<file path="src/rtl/ib_counter_n.sv">
`default_nettype none
// ============================================================================
// Module   : ib_counter_n
// Purpose  : Parametrised multi-mode benchmark counter. Counts up or down
//            through 0..i_limit. At the boundary it either wraps or
//            saturates. A prescaler gates the steps, and the counter has a
//            synchronous load, a one-cycle terminal-count pulse and a sticky
//            overflow flag.
// Ports    : i_clk       clock (rising edge)
//            i_rst       synchronous active-high reset
//            i_en        count enable (gates prescaler and counter)
//            i_dir       0 = up, 1 = down
//            i_sat       0 = wrap, 1 = saturate at boundary
//            i_limit     top of count range
//            i_div       prescale, one step per i_div+1 enabled cycles
//            i_load      synchronous load strobe
//            i_load_val  value loaded on i_load
//            i_clr_ovf   clears o_ovf (a simultaneous boundary wins)
//            o_c         count value (registered)
//            o_tc        terminal-count pulse (registered)
//            o_ovf       sticky boundary flag (registered)
//            o_zero      o_c == 0, decoded from the count register
// Revision : 1.0 - initial release
// ============================================================================
module ib_counter_n #(
  parameter int WIDTH = 8,
  parameter int PW    = 4
) (
  input  logic             i_clk,
  input  logic             i_rst,
  input  logic             i_en,
  input  logic             i_dir,
  input  logic             i_sat,
  input  logic [WIDTH-1:0] i_limit,
  input  logic [PW-1:0]    i_div,
  input  logic             i_load,
  input  logic [WIDTH-1:0] i_load_val,
  input  logic             i_clr_ovf,
  output logic [WIDTH-1:0] o_c,
  output logic             o_tc,
  output logic             o_ovf,
  output logic             o_zero
);

  logic [WIDTH-1:0] cnt;
  logic [PW-1:0]    pre;
  logic             tc;
  logic             ovf;

  logic [WIDTH-1:0] step_val;
  logic             boundary;
  logic             step_now;

  // A step qualifies only on an enabled cycle whose prescaler has reached
  // i_div. Because the test is equality, a p value already above a reduced
  // i_div keeps counting and wraps through 2^PW before it matches again.
  assign step_now = i_en && (pre == i_div);

  // Next count value for a qualifying step. Up-counting compares against
  // i_limit with >=, so a loaded value above the limit is treated as a
  // boundary. Down-counting only treats 0 as a boundary, so a value above
  // the limit simply decrements.
  always_comb begin
    step_val = cnt;
    boundary = 1'b0;
    if (!i_dir) begin
      if (cnt >= i_limit) begin
        boundary = 1'b1;
        step_val = i_sat ? i_limit : '0;
      end else begin
        step_val = cnt + WIDTH'(1);
      end
    end else begin
      if (cnt == '0) begin
        boundary = 1'b1;
        step_val = i_sat ? '0 : i_limit;
      end else begin
        step_val = cnt - WIDTH'(1);
      end
    end
  end

  always_ff @(posedge i_clk) begin
    if (i_rst) begin
      cnt <= '0;
      pre <= '0;
      tc  <= 1'b0;
      ovf <= 1'b0;
    end else if (i_load) begin
      cnt <= i_load_val;
      pre <= '0;
      tc  <= 1'b0;
      if (i_clr_ovf) ovf <= 1'b0;
    end else begin
      tc <= 1'b0;
      if (i_clr_ovf) ovf <= 1'b0;
      if (i_en) begin
        if (step_now) begin
          pre <= '0;
          cnt <= step_val;
          if (boundary) begin
            tc  <= 1'b1;
            // Placed after the clear so a same-edge boundary wins.
            ovf <= 1'b1;
          end
        end else begin
          pre <= pre + PW'(1);
        end
      end
    end
  end

  assign o_c    = cnt;
  assign o_tc   = tc;
  assign o_ovf  = ovf;
  assign o_zero = (cnt == '0);

endmodule
`default_nettype wire

</file>
<file path="config.mk">
export PLATFORM = sky130hd
export DESIGN_NAME = ib_counter_n
export DESIGN_NICKNAME = d
export VERILOG_FILES = /design/src/rtl/ib_counter_n.sv
export SDC_FILE = /design/constraint.sdc
export NUM_CORES = 1
export LEC_CHECK = 0
export ABC_AREA = 1
export ABC_CLOCK_PERIOD_IN_PS = 2000
export BUFFER_PORTS_ARGS = -buffer_cell sky130_fd_sc_hd__clkbuf_2
export CELL_PAD_IN_SITES_DETAIL_PLACEMENT = 1
export CELL_PAD_IN_SITES_GLOBAL_PLACEMENT = 2
export CORE_MARGIN = 10
export CORE_UTILIZATION = 27
export DETAILED_ROUTE_END_ITERATION = 12
export GPL_TIMING_DRIVEN = 0
export HOLD_SLACK_MARGIN = 0.03
export PLACE_DENSITY_LB_ADDON = 0.1
export SLEW_MARGIN = 20
export SYNTH_ARGS = -nofsm -noshare
export SYNTH_HDL_FRONTEND = slang
export SYNTH_SLANG_ARGS = --single-unit
</file>
<file path="constraint.sdc">
create_clock -name i_clk -period 2 [get_ports i_clk]
set_input_delay 0.3 -clock i_clk [delete_from_list [all_inputs] [get_ports i_clk]]
set_output_delay 0.3 -clock i_clk [all_outputs]
set_load 0.02 [all_outputs]
</file>
==> impl_metrics.yaml, run 1 <==
flow_run:
  maxCapViolations: 0
synthesis:
  mappedNetlistArea_sq_um: 1670
  ys_seq_area_share_pct: 16.8
  synthMuxAreaShare_pct: 0
  synth-seq-cells: 14
  avgSynthCellArea_sq_um: 5.74
  synth_top_area_share_pct: 21.3
  synthTopCellsByArea: "nand2_1, dfxtp_1, inv_1"
  synth_compound_area_share_pct: 8.08
  netlist_instances: 291
  yosys_warnings: 0
  syn-num-nets: 330
  synth_top_family_by_area: "simple AND/OR/NAND/NOR gates"
  synth_cell_types: 28
  yosys.area_share.simple_pct: 49.0
  synth-adder-area-share_pct: 8.98
  synth_top_area_cell: "nand2_1"
  synth_xor_area_share_pct: 3.67
hold_path:
  min_path_type: "in -> reg"
timing:
  period_share_pct: 92.8
  finalHoldViolCount: 0
  setup_violations: 0
  fin_worst_skew_ns: 0.00291
  report.final.slew_viol_count: 0
  fin_crit_ns: 1.86
  max-slew-margin-rel_pct: 57.2
  max_freq_ghz: 0.539
  tightest_slew_ns: 0.639
  rsz0062_at_grt: "no"
setup_path:
  required_ns: 1.70
  startpoint_type: "flip-flop"
  slowest_stage: "dfxtp_2"
  cpPeakStageDelay_ns: 0.37
  crit_chain: "inv_2 -> ha_1 -> nand2_4 -> nor2_8 -> clkbuf_2"
  critPathMaxFanout: 8
  crit_path_end_kind: "output pin"
  reg2reg_slack_ns: 0.20
  critPathKind: "reg -> out"
  critPathArrivalTime_ns: 1.56
floorplanning:
  start_util_pct: 28.1
  core_sq_um: 5960
  die_area_sq_um: 9740
  rows: 28
  ios: 38
  die_height_um: 98.7
  fp.dieW_um: 98.7
final_layout:
  fill_cells: 829
  diodes: 0
  fin_nets: 370
  stdcell_area_sq_um: 2010
  drive_above_1_share_pct: 20.9
  area_growth_pct: 20.4
clock_network:
  cts-buffers-inserted: 3
  cts_resized: 4
  cts_tree: "yes"
  cts_sinks: 14
  cts_setup_buffers: 0
  clockBufferDepth: 2
  clkTransAtPathRegs_ns: 0.07
  htreeDepth: 1
  cts_hold_buffers: 0
  clock-root-buffer: "clkbuf_8"
  clk_latency_ns: 0.26
placement:
  dp_hpwl_mm: 4.92
  placedInstanceArea_sq_um: 1940
  io_buffers: 35
  place_congestion: 0.759
drt:
  drt_wl_total_mm: 5.96
  drt_pass1_iterations: 4
  drcViolationCount: 0
  avgRoutedWirePerCell_um: 14.7
  drtAntennaViolNets: 0
  drt_iter0_drc: 53
  vias: 1898
  via_per_inst: 4.69
global_routing:
  grt_max_degree: 11
  antenna_found_initial: 0
  grt_usage_pct: 12.1
  first_global_vias: 2007
  grt_pass1_wl_mm: 9.81
  grt_overflow: 0
power:
  ir_drop_v: 0.000207
  p_per_area_nw_per_um2: 543
  power_uw: 1090
  power_leakage_uw: 0.00113
outcome:
  status: "finished clean"
[final timing paths]
kind,start,endpoint,depth (start not counted)
hold / removal,i_clr_ovf,o_ovf,2
hold reg to reg,o_ovf,o_ovf,2
setup reg to reg,o_c[3],o_ovf,9
setup / recovery,o_c[0],o_zero,5
[Yosys cell counts]
cell,n
nor2_1,33
dfxtp_1,14
xor2_1,6
a21oi_1,10
a21o_1,1
nand2_2,3
nor2_2,3
or2_2,1
nand4_1,4
nand3_1,26
buf_6,3
nand3b_1,2
xnor2_1,1
o21ai_0,9
a21oi_2,2
buf_2,4
nor4_1,2
nand2_1,95
nand2_4,3
nor3_2,1
ha_1,12
nor3_1,5
inv_2,1
nor2_4,2
a31oi_1,1
o32ai_1,1
inv_1,45
nor2_8,1
[where the power goes]
| part | internal [uW] | switching, uW |
|---|---|---|
| Clock | 175 | 135 |
| Sequential | 294 | 27.2 |
| Combinational | 169 | 292 |
[metrics by stage]
step	TNS, ns	setup slack [ns]	hold WS [ns]	std cells	utilization (%)
2_1_floorplan	0	0.159	0.404	291	-
3_3_place_gp	-1.28	-0.190	0.465	401	32.6
3_5_place_dp	-1.24	-0.169	0.475	401	32.6
4_1_cts	0	0.0144	0.221	405	33.7
5_1_grt	0	0.0276	0.231	405	33.8
6_report	0	0.143	0.223	405	33.8
[cell families after synthesis]
group           Yosys count
simple gates            181
buf+inv                  53
compound gates           24
flops                    14
fa+ha+maj                12
xor+xnor                  7
[registers in the layout (all words and copies together) (netlist names)]
signal	cells
o_c	8
pre	4
o_ovf	1
o_tc	1
[placed cells by master, fill, tap and decap left out, drive strengths merged]
master  instances
ha             12
o32ai           1
a31oi           1
nand4           4
nor3            6
xnor2           1
nand3b          2
o21ai           9
nand3          26
nor4            2
or2             1
inv            46
clkbuf         39
a21o            1
a21oi          12
buf             7
xor2            6
nor2           39
dfxtp          14
nand2         101
[critical path, delay by kind of cell (launching register included)]
family / cells / cell delay (ns)
DFF: 1 / 0.37
buffers and inverters: 2 / 0.35
and+or+nand+nor: 2 / 0.29
adders and majority gates: 1 / 0.29
[layer usage]
metal  GRT usage, %  part of all wire (%)  up-vias
li1               -                     -      992
met1           14.9                    48      877
met2           21.2                    49       23
met3           2.03                   2.7        6
met4           3.31                  0.96        0
met5              0                     0        -
[layout make-up]
type	count	area [sq um]	area share (%)
Clock buffer	4	55.1	2.73
Tap cell	75	93.8	4.66
Timing Repair Buffer	35	175	8.70
Buffer	7	53.8	2.67
Inverter	46	173	8.58
Sequential cell	14	285	14.2
Multi-Input combinational cell	224	1180	58.5
(Power assumes the default switching activity.)
==> inputs of run 2 (changes only) <==
--- a/config.mk
+++ b/config.mk
@@ -8,10 +8,11 @@
 export ABC_AREA = 1
 export ABC_CLOCK_PERIOD_IN_PS = 2000
 export BUFFER_PORTS_ARGS = -buffer_cell sky130_fd_sc_hd__clkbuf_2
-export CELL_PAD_IN_SITES_DETAIL_PLACEMENT = 1
-export CELL_PAD_IN_SITES_GLOBAL_PLACEMENT = 2
+export CELL_PAD_IN_SITES_DETAIL_PLACEMENT = 0
+export CELL_PAD_IN_SITES_GLOBAL_PLACEMENT = 1
 export CORE_MARGIN = 10
-export CORE_UTILIZATION = 27
+export CORE_UTILIZATION = 36
+export CTS_CLUSTER_SIZE = 28
 export DETAILED_ROUTE_END_ITERATION = 12
 export GPL_TIMING_DRIVEN = 0
 export HOLD_SLACK_MARGIN = 0.03
==> run 2 against run 1 <==
Effect of this change: non-clock buffer count grew 1; final cell count fell by 5.7%; critical path depth rose by 1; register-to-register slack worse by 0.03 ns; clock skew grew 0.0069 ns; global-route usage rose by 2.0 points; sequential power is essentially flat; largest cell class unchanged; highest routed layer unchanged.
==> impl_metrics.yaml, run 2 (synthesis gave the netlist of run 1 again) <==
clock_network:
  cts_sinks: 14
  clkTransAtPathRegs_ns: 0.07
  cts_tree: "yes"
  htreeDepth: 1
  clock-root-buffer: "clkbuf_8"
  clockBufferDepth: 2
  clk_latency_ns: 0.25
  cts-buffers-inserted: 3
drt:
  via_per_inst: 4.81
  drt_iter0_drc: 108
  highest_layer: "met4"
  wl_met2_mm: 2.44
  avgRoutedWirePerCell_um: 13.5
  drt_pass1_iterations: 4
  drt_wl_total_mm: 5.17
  met3_length_um: 369
  vias: 1838
  drcViolationCount: 0
  met1_length_mm: 2.32
  drtAntennaViolNets: 0
floorplanning:
  ios: 38
  die_area_sq_um: 7770
  die_height_um: 88.1
  start_util_pct: 37.9
  rows: 24
  fp.dieW_um: 88.1
  core_sq_um: 4410
setup_path:
  required_ns: 1.70
  critPathKind: "reg -> out"
  r2r_end: "o_c[7]"
  rr_startpoint: "o_c[7]"
  crit_path_end_kind: "output pin"
  r2r_cells: 8
  reg2reg_slack_ns: 0.17
  startpoint_type: "flip-flop"
  critPathMaxFanout: 7
  critPathArrivalTime_ns: 1.58
timing:
  max_freq_ghz: 0.531
  report.final.slew_viol_count: 0
  period_share_pct: 94.1
  max-slew-margin-rel_pct: 64.0
  fin_setup_tns_ns: 0
  finalHoldViolCount: 0
  hold_slack_ns: 0.234
  rsz0062_at_grt: "no"
  fin_worst_skew_ns: 0.00976
  fin_crit_ns: 1.88
  setup_violations: 0
  tightest_slew_ns: 0.538
power:
  p_int_uw: 600
  p_per_area_nw_per_um2: 516
  ir_drop_v: 0.000329
  p_seq_share_pct: 31.4
  power_leakage_uw: 0.00113
  sw_frac_of_total_pct: 41.6
  combinationalPowerShare_pct: 44.7
  pwr-share-clk_pct: 24.0
  switchingPower_uw: 426
hold_path:
  min_path_type: "in -> reg"
  hold_path_end: "o_ovf"
  whs_path_depth: 2
  hold_start: "i_clr_ovf"
flow_run:
  maxCapViolations: 0
final_layout:
  diodes: 0
  largest_reg_flops: 8
  fin_nets: 371
  fill_cells: 508
  regArea_sq_um: 284
  layout_common_cells: "nand2_1, inv_1, clkbuf_2"
  area_growth_pct: 18.9
  utilization_pct: 45.0
  drive_above_1_share_pct: 20.9
  multi_input_area_sq_um: 1180
  final_common_cell: "nand2_1"
placement:
  place_congestion: 0.854
  io_buffers: 35
  dp_hpwl_mm: 4.09
global_routing:
  grt_usage_pct: 14.1
  grt_overflow: 0
  antenna_found_initial: 0
  grt_max_degree: 11
  first_global_vias: 1813
  grt_pass1_wl_mm: 8.74
outcome:
  status: "finished clean"
==> run 2: changes by cell type in the layout (fill, tap and decap cells not counted), sizes merged <==
cell      change
buf           +1
clkbuf        -1
clkinvlp      +1
inv           -1
==> run 2: critical path, stage by stage (launching register included) <==
cell and delay (ns):
dfxtp_2 0.37, clkinvlp_4 0.09, buf_4 0.14, ha_1 0.25
nand2_4 0.09, nor2_8 0.19, clkbuf_2 0.20
==> run 2: worst max path at each step <==
stage / end / slack, ns / start / depth (start not counted)
4_1_cts: o_c[7] / 0.07 / o_c[0] / 12
3_5_place_dp: o_ovf / -0.19 / o_c[0] / 10
2_1_floorplan: o_c[2] / 0.16 / o_c[0] / 12
3_3_place_gp: o_ovf / -0.19 / o_c[0] / 10
6_report: o_zero / 0.12 / o_c[0] / 6
5_1_grt: o_c[7] / 0.03 / o_c[7] / 8
==> run 2: layer usage <==
layer | global-route usage (%) | up-vias
li1 | - | 986
met5 | 0 | -
met1 | 17.8 | 803
met4 | 3.00 | 0
met2 | 23.7 | 44
met3 | 3.34 | 5
==> run 2: metrics by stage <==
step	area, sq um	instances	total power, uW	worst slack, ns
after global routing	1990	382	1120	0.0254
after detailed placement	1910	378	772	-0.188
after CTS	1970	381	1030	0.0707
after global placement	1910	378	774	-0.194
final	1990	382	1030	0.118
after floorplan	1670	291	646	0.159
==> run 2: cell type report <==
class | instances | area share, %
Clock buffer | 3 | 2.08
Sequential cell | 14 | 14.3
Tap cell | 52 | 3.27
Buffer | 7 | 2.71
Timing Repair Buffer | 36 | 9.19
Inverter | 46 | 8.87
Multi-Input combinational cell | 224 | 59.6
==> run 2: power by group through the flow <==
stage	sequential (uW)	clock, uW	combinational, uW
after floorplan	333	0	313
after global placement	326	0	448
after detailed placement	326	0	446
after CTS	320	261	452
after global routing	325	270	521
final	322	246	459
==> run 2: repair_timing <==
action / CTS / global route
setup endpoints to repair: 10 / 11
hold buffers: 0 / 0
hold endpoints to repair: 0 / 0
gates resized for setup: 5 / 4
setup buffers: 0 / 1
